[src/rtl/uart_tx_periph.sv]
// Memory-mapped 8N1 UART transmitter with TX FIFO on the Ibex data bus.
// Define UART_TX_IRQ_EN to add the IRQ_EN register at 0xC and the irq_o port.
module uart_tx_periph #(
   parameter int unsigned FifoDepth   = 16,
   parameter int unsigned ClkDivReset = 434
) (
   input  logic        clk_i,
   input  logic        rst_ni,
   input  logic        req_i,
   input  logic        we_i,
   input  logic [3:0]  be_i,
   input  logic [31:0] addr_i,
   input  logic [31:0] wdata_i,
   output logic        gnt_o,
   output logic        rvalid_o,
   output logic [31:0] rdata_o,
   output logic        err_o,
`ifdef UART_TX_IRQ_EN
   output logic        irq_o,
`endif
   output logic        tx_o
);

   localparam int unsigned PW = $clog2(FifoDepth);
   localparam int unsigned LW = PW + 1;

   typedef enum logic [1:0] {IDLE, START, DATA, STOP} state_e;

   state_e        state;
   logic [7:0]    mem [FifoDepth];
   logic [PW-1:0] wptr, rptr;
   logic [LW-1:0] level;
   logic [15:0]   clkdiv, div_eff, cnt;
   logic [7:0]    shift;
   logic [2:0]    idx;
   logic          full, empty, push, pop, wr;
   logic          sel_tx, sel_div;
   logic [31:0]   status, rd_val;
   logic          unused;

   assign gnt_o   = req_i;
   assign wr      = req_i & we_i;
   assign sel_tx  = addr_i[3:2] == 2'd0;
   assign sel_div = addr_i[3:2] == 2'd2;
   // full comes from the registered level, so a same-cycle pop cannot admit a push
   assign full    = level == LW'(FifoDepth);
   assign empty   = level == '0;
   assign push    = wr & sel_tx & be_i[0] & ~full;
   assign pop     = (state == IDLE) & ~empty;
   assign div_eff = (clkdiv == 16'd0) ? 16'd1 : clkdiv;
   assign status  = {16'h0, 8'(level), 5'h0, empty, full, state != IDLE};
   assign unused  = ^{addr_i[31:4], addr_i[1:0], wdata_i[31:16], be_i[3:2]};

`ifdef UART_TX_IRQ_EN
   logic irq_en, irq_en_d;

   assign irq_en_d = (wr & (addr_i[3:2] == 2'd3) & be_i[0]) ? wdata_i[0] : irq_en;

   always_ff @(posedge clk_i or negedge rst_ni) begin
      if (!rst_ni) begin
         irq_en <= 1'b0;
         irq_o  <= 1'b0;
      end else begin
         irq_en <= irq_en_d;
         irq_o  <= irq_en_d & empty & (state == IDLE);
      end
   end
`endif

   always_comb begin
      rd_val = '0;
      unique case (addr_i[3:2])
         2'd1:    rd_val = status;
         2'd2:    rd_val = {16'h0, clkdiv};
`ifdef UART_TX_IRQ_EN
         2'd3:    rd_val = {31'h0, irq_en};
`endif
         default: rd_val = '0;
      endcase
   end

   always_ff @(posedge clk_i or negedge rst_ni) begin
      if (!rst_ni) begin
         rvalid_o <= 1'b0;
         rdata_o  <= '0;
         err_o    <= 1'b0;
         clkdiv   <= 16'(ClkDivReset);
      end else begin
         rvalid_o <= req_i;
         rdata_o  <= (req_i & ~we_i) ? rd_val : '0;
         err_o    <= wr & sel_tx & be_i[0] & full;
         if (wr & sel_div & be_i[0]) clkdiv[7:0]  <= wdata_i[7:0];
         if (wr & sel_div & be_i[1]) clkdiv[15:8] <= wdata_i[15:8];
      end
   end

   always_ff @(posedge clk_i) begin
      if (push) mem[wptr] <= wdata_i[7:0];
   end

   always_ff @(posedge clk_i or negedge rst_ni) begin
      if (!rst_ni) begin
         wptr  <= '0;
         rptr  <= '0;
         level <= '0;
      end else begin
         if (push) wptr <= wptr + 1'b1;
         if (pop)  rptr <= rptr + 1'b1;
         unique case ({push, pop})
            2'b10:   level <= level + 1'b1;
            2'b01:   level <= level - 1'b1;
            default: level <= level;
         endcase
      end
   end

   // cnt is reloaded from div_eff at every bit boundary, so CLKDIV never changes mid-bit
   always_ff @(posedge clk_i or negedge rst_ni) begin
      if (!rst_ni) begin
         state <= IDLE;
         tx_o  <= 1'b1;
         cnt   <= '0;
         shift <= '0;
         idx   <= '0;
      end else begin
         unique case (state)
            IDLE: begin
               tx_o <= 1'b1;
               if (!empty) begin
                  shift <= mem[rptr];
                  cnt   <= div_eff;
                  tx_o  <= 1'b0;
                  state <= START;
               end
            end
            START: begin
               if (cnt == 16'd1) begin
                  cnt   <= div_eff;
                  idx   <= '0;
                  tx_o  <= shift[0];
                  state <= DATA;
               end else begin
                  cnt <= cnt - 16'd1;
               end
            end
            DATA: begin
               if (cnt == 16'd1) begin
                  cnt <= div_eff;
                  if (idx == 3'd7) begin
                     tx_o  <= 1'b1;
                     state <= STOP;
                  end else begin
                     idx  <= idx + 3'd1;
                     tx_o <= shift[idx + 3'd1];
                  end
               end else begin
                  cnt <= cnt - 16'd1;
               end
            end
            STOP: begin
               if (cnt == 16'd1) state <= IDLE;
               else cnt <= cnt - 16'd1;
            end
            default: state <= IDLE;
         endcase
      end
   end

endmodule

[config.mk]
export PLATFORM = sky130hd
export DESIGN_NAME = uart_tx_periph
export DESIGN_NICKNAME = d
export VERILOG_FILES = /design/src/rtl/uart_tx_periph.sv
export SDC_FILE = /design/constraint.sdc
export NUM_CORES = 1
export LEC_CHECK = 0
export ABC_AREA = 1
export CAP_MARGIN = 20
export CORE_MARGIN = 5
export CORE_UTILIZATION = 30
export CTS_CLUSTER_SIZE = 12
export DETAILED_ROUTE_END_ITERATION = 8
export GPL_TIMING_DRIVEN = 0
export SKIP_LAST_GASP = 1
export SLEW_MARGIN = 20
export SYNTH_ARGS = -nofsm -noshare
export SYNTH_HDL_FRONTEND = slang
export SYNTH_SLANG_ARGS = --single-unit
export TNS_END_PERCENT = 20
[constraint.sdc]
create_clock -name clk_i -period 2.7 [get_ports clk_i]
set_input_delay 0.675 -clock clk_i [delete_from_list [all_inputs] [get_ports clk_i]]
set_output_delay 0.675 -clock clk_i [all_outputs]
set_load 0.005 [all_outputs]
==> impl_metrics.csv <==
group,metric,value,unit
outcome,outcome,"completed",
critical_path,path_max_fanout,10,
placement,port_buffers,43,
cts,h-tree-depth,1,
cts,cts-root-buf,"clkbuf_16",
placement,gp_congestion,0.868,
detailed_routing,drc,0,
timing,relSlewSlack,40.8,%
detailed_routing,wl_per_cell,16.3,um
critical_path,ff2ff_setup_slack,0.05,ns
cts,post_cts_buffers,0,
layout,final_nets,1099,
critical_path,cp.arrival,3.02,ns
critical_path,worstRegToRegCells,16,
yosys,synthTopCellsByCount,"188 x nor2_1, 136 x nand2_1, 128 x edfxtp_1",
detailed_routing,vias,6661,
yosys,synth_cell_types,35,
timing,finalHoldViolCount,0,
cts,numCtsBuffers,23,
detailed_routing,vias_per_cell,4.70,
critical_path,end_kind,"flip-flop",
timing,min_period_over_period,98.0,%
yosys,synth_area,9360,um^2
grt,grt_pass1_wl,36900,um
timing,timing.fmax,0.378,GHz
pwr,leakage,4.37,nW
timing,rsz0062_at_grt,"yes",
detailed_routing,drt-initial-drc-count,417,
detailed_routing,drt_pre_antenna_iters,5,
yosys,synth-seq-area-share,61.7,%
cts,clockBufferDepth,3,
yosys,synth-warning-count,0,
floorplan,fp.dieW,187,um
timing,fin_tns_setup,0,ns
floorplan,start_util,30.5,%
cts,clock-sinks,205,
critical_path,worst_setup_path_start_kind,"flip-flop",
pwr,vdd_drop_max,0.000517,V
floorplan,die_area,34800,um^2
cts,hold_buffers,0,
timing,tightestPinTransition,0.885,ns
critical_path,crit_required,3.08,ns
yosys,ys_top_cells_by_area,"edfxtp_1 41%, dfrtp_1 19%, nor2_1 7.5%",
job,cap_violations,0,
cts,cts-resized-gates,4,
yosys,synth_top_cell_area_share,41.1,%
floorplan,num_rows,64,
critical_path,critical_path_class,"reg2reg",
cts,path_clk_slew,0.06,ns
hold_path,hold_class,"in2async",
floorplan,io_pins,108,
layout,diodes,0,
critical_path,rr_endpoint,"level[4]$_DFFE_PN0P_",
grt,grt_usage,12.9,%
layout,area_delta_synth_final,18.7,%
floorplan,fp.dieH,187,um
grt,busiest_layer,"met2",
pwr,power_density,1020,nW/um^2
yosys,synth_most_common_cell,"nor2_1",
placement,place_hpwl,16200,um
grt,grt_overflow_total,0,
floorplan,coreArea,30700,um^2
detailed_routing,wl,23000,um
yosys,synthCells,921,
yosys,yosysTopAreaCell,"edfxtp_1",
yosys,ys_seq_elements,205,
critical_path,reg2reg_from,"level[3]$_DFFE_PN0P_",
grt,grt_antenna_before_repair,0,
timing,maxSlewViolCount,0,
timing,final.min_clock_period,2.65,ns
yosys,ys_async_sr_fraction,37.6,%
layout,drive_above_1_share,9.99,%
placement,dpl_cell_area,10400,um^2
timing,fin_skew,0.00883,ns
timing,setup_violations,0,
cts,clock_latency,0.49,ns
cts,cts_tree,"yes",
grt,grt_use_met1,17.5,%
yosys,synth_edf_count,128,
yosys,synthFlopType,"edfxtp_1",
grt,grtUsageMet3,1.87,%
detailed_routing,ant_nets,0,
layout,finish.instance_area,11100,um^2
grt,grt_pass1_vias,6769,
grt,grt_use_met2,21.9,%
yosys,synth_area_per_cell,10.2,um^2
grt,grt_max_degree,46,
==> sequential cells by signal, indices dropped and copies added, names as in the netlist <==
register,cells
state,2
rdata_o,16
rvalid_o,1
mem,128
rptr,4
level,5
idx,3
clkdiv,16
tx_o,1
err_o,1
cnt,16
wptr,4
shift,8
==> per-stage QoR <==
| step | cells | worst slack (ns) | total power [W] | util (%) | hold WS, ns |
|---|---|---|---|---|---|
| 2_1_floorplan | 936 | 0.300 | 0.00706 | - | 0.379 |
| 3_3_place_gp | 1375 | -2.02 | 0.00827 | 33.7 | 0.459 |
| 3_5_place_dp | 1376 | -0.496 | 0.00834 | 33.8 | 0.463 |
| 4_1_cts | 1417 | 0.0149 | 0.0114 | 36.2 | 0.148 |
| 5_1_grt | 1417 | -0.175 | 0.0122 | 36.2 | 0.157 |
| 6_report | 1417 | 0.0542 | 0.0113 | 36.2 | 0.144 |
==> where the power goes <==
part           internal, W  switching [W]
logic              0.00145        0.00272
registers          0.00377       0.000376
clock network      0.00178        0.00119
==> critical path: stages, from the launching register on <==
cell	delay, ns
dfrtp_1	0.41
nor2_1	0.17
nand3_2	0.13
nor2_4	0.16
inv_1	0.10
nand2_1	0.12
inv_1	0.08
buf_2	0.20
ha_2	0.22
ha_1	0.32
nand2_1	0.09
nor2_1	0.05
a211oi_2	0.18
nand2_1	0.07
nand2_1	0.06
nor2_1	0.04
xor2_1	0.13
==> cell usage in the layout, fill, tap and decap left out, types with 22 or more instances in the layout <==
cell type        count
clkbuf_1            22
nor2_1             185
edfxtp_1           128
o21ai_0             82
dfrtp_1             71
a21oi_1             28
o211ai_1            34
nand3_1             43
clkdlybuf4s50_1     42
clkbuf_16           23
nand2_1            136
inv_1               61
==> cell families (layout without fill, tap and decap cells) <==
group                      count (synthesis)  after routing  share of synthesized area (%)
and+or+nand+nor                          391            391                           17.2
DFF                                      205            205                           61.7
AOI/OAI and AO/OA                        166            166                           10.2
buffers and inverters                    118            203                           6.10
adders and majority gates                 22             22                           3.02
xor gates and xnor gates                  17             17                           1.59
other                                      1             16                         0.0401
muxes                                      1              1                          0.120
==> final cells by class <==
cell class                      count  area, um^2
Fill cell                        3024       19600
Sequential cell                   205        5780
Multi-Input combinational cell    613        3090
Clock buffer                       36         664
Tap cell                          396         495
Timing Repair Buffer               44         455
Buffer                             54         328
Inverter                           64         243
Clock inverter                      5        56.3
==> metal layers <==
metal	vias to the layer above	wire length (um)	part of all wire, %
met5	-	0	0
met2	185	11100	48
met3	29	1210	5.2
met4	0	384	1.7
li1	3263	-	-
met1	3184	10400	45
==> worst max-delay path by stage <==
stage	start	cells after the start	slack, ns	to
CTS	level[0]$_DFFE_PN0P_	16	0.01	level[4]$_DFFE_PN0P_
floorplan	addr_i[2]	14	0.30	level[4]$_DFFE_PN0P_
finish	level[3]$_DFFE_PN0P_	16	0.05	level[4]$_DFFE_PN0P_
global route	level[3]$_DFFE_PN0P_	16	-0.18	level[4]$_DFFE_PN0P_
global placement	rst_ni	1	-2.02	rvalid_o$_DFF_PN0_
detailed placement	addr_i[2]	9	-0.50	mem[3][1]$_DFFE_PP_
No activity file was read; power rests on OpenSTA's default activity.
==> variant (config.mk and constraints unchanged) <==
Add a define of `UART_TX_IRQ_EN`.
--- a/src/rtl/uart_tx_periph.sv
+++ b/src/rtl/uart_tx_periph.sv
@@ -2,2 +2,4 @@
 // Define UART_TX_IRQ_EN to add the IRQ_EN register at 0xC and the irq_o port.
+`define UART_TX_IRQ_EN
+
 module uart_tx_periph #(
Check against the original RTL (old outputs only; new: irq_o): not equivalent (Yosys sat finds a counterexample within 4 cycles, from zero or initial values and one cycle with rst_ni low).
==> variant against the unedited design <==
The flow now finishes with violations (negative setup slack); routed wire length grew 1.5%; cell area is 0.11% higher; worst hold slack worse by 0.046 ns; critical path depth decreased by 9; setup slack got worse by 0.087 ns; final cell count up 0.28%; first-iteration DRC count is 18% higher; die area rose by 0.42%; sequential cell count up 2; synthesized area rose by 0.44%; non-clock buffer count unchanged; synthesized cell count rose by 0.43%; critical path type is now in2reg; highest routed layer unchanged.
Power is not compared: it rests on default switching activity, and its combinational part moved more than twofold at a synthesized area within 25%.
==> variant: results (changes against the unedited design) <==
Global routing
  • Met3 usage: 2.165% (was 1.868%)
  • First-pass GRT wire length: 36820 um (was 36860 um)
  • Global Route met2 Usage: 21.12% (was 21.93%)
  • GRT Overall Usage: 13.15% (was 12.89%)
  • Largest net degree at the start of global routing: 52 (was 46)
  • Routing usage on met1: 18.69% (was 17.51%)

Placed design
  • Port bufs: 44 (was 43)
  • Worst slack, placed: -0.5682 ns (was -0.4963 ns)
  • GP Congestion: 0.8711 (was 0.8676)
  • Detailed Place HPWL: 16130 um (was 16220 um)

Timing
  • Fin Clk Skew: 0.02048 ns (was 0.008828 ns)
  • Worst-Margin Slew: 1.032 ns (was 0.8849 ns)
  • # setup viols final: 9 (was 0)
  • Fin worst setup slack: -0.03240 ns (was 0.05424 ns)

Critical path
  • Worst stage delay on the critical path: 0.82 ns (was 0.41 ns)
  • Arrival @ worst endpoint: 2.86 ns (was 3.02 ns)
  • Worst path buffer plus inverter count: 2 (was 3)
  • Slowest stage cell, crit path: nor2_1 (was dfrtp_1)
  • Reg2Reg Launch Point: level[0] (was level[3])
  • CP Max Fanout: 8 (was 10)

Clocking
  • CTS buffer count: 22 (was 23)
  • CTS resizes: 2 (was 4)
  • Latest clock arrival within the worst-skew pair: 0.52 ns (was 0.49 ns)

Yosys
  • Synth Area in Compound Gates: 10.56% (was 10.17%)
  • Synth cell types: 39 (was 35)
  • Mux contribution to synthesized area: 0.2396% (was 0.1203%)
  • Xor/xnor share of the synthesized area: 1.677% (was 1.591%)
  • Top post-synthesis cells by area: edfxtp_1 41%, dfrtp_1 19%, nor2_1 6.3%, nand2_1 6.0%, o21ai_0 5.4% (was edfxtp_1 41%, dfrtp_1 19%, nor2_1 7.5%, nand2_1 5.5%, o21ai_0 4.4%)
  • Seq/Total Area, Yosys: 62.00% (was 61.74%)
  • Async SR Flop Fraction: 38.16% (was 37.56%)

Finish
  • Fill count: 3038 (was 3024)
  • Clock-cell share of area: 6.310% (was 6.486%)
  • FF+latch area: 5828 um^2 (was 5778 um^2)
  • Fraction of area in multi-input gates: 27.43% (was 27.82%)
  • Seq Cell Count: 207 (was 205)
  • #MultiIn Comb: 609 (was 613)
  • Non-clock buffer share: 6.996% (was 7.049%)
  • Share of post-route cells with drive strength above 1: 9.073% (was 9.990%)
  • Inverters: 71 (was 64)

Routing
  • DRT iter0 DRCs: 490 (was 417)
  • Avg WL per Cell: 16.45 um (was 16.26 um)
  • WL met3: 1354 um (was 1205 um)
  • Metal-1 WL: 10800 um (was 10390 um)
  • Drt via density: 4.732 (was 4.701)

Outcome
  • Violated checks: negative setup slack
  • Status: complete, but fails checks (was finished clean)
variant: cell count changes after synthesis, moves of 4 or more:
cell	unedited run	this run
a21oi_1	28	36
a31oi_1	9	0
ha_1	21	17
inv_1	61	66
nand2_1	136	151
nand3_1	44	33
nor2_1	188	157
nor2_2	0	4
nor3_1	0	11
o21ai_0	82	101
o21ai_1	7	2
variant: per-stage QoR:
step / hold slack (ns) / power (mW) / TNS [ns] / instances / cell area [um^2]
6_report: 0.09787 / 7.539 / -0.2187 / 1421 / 11120
5_1_grt: 0.1313 / 7.878 / -7.791 / 1421 / 11120
4_1_cts: 0.09909 / 7.598 / -0.4725 / 1421 / 11120
3_5_place_dp: 0.4585 / 4.658 / -49.22 / 1381 / 10420
3_3_place_gp: 0.4602 / 4.630 / -197.42 / 1380 / 10390
2_1_floorplan: 0.3794 / 4.331 / 0 / 940 / 9457
variant: report_power, final:
part	internal, mW	switching [mW]	total (mW)
clock	1.71	1.23	2.94
combinational	0.312	0.520	0.832
sequential	3.58	0.190	3.77
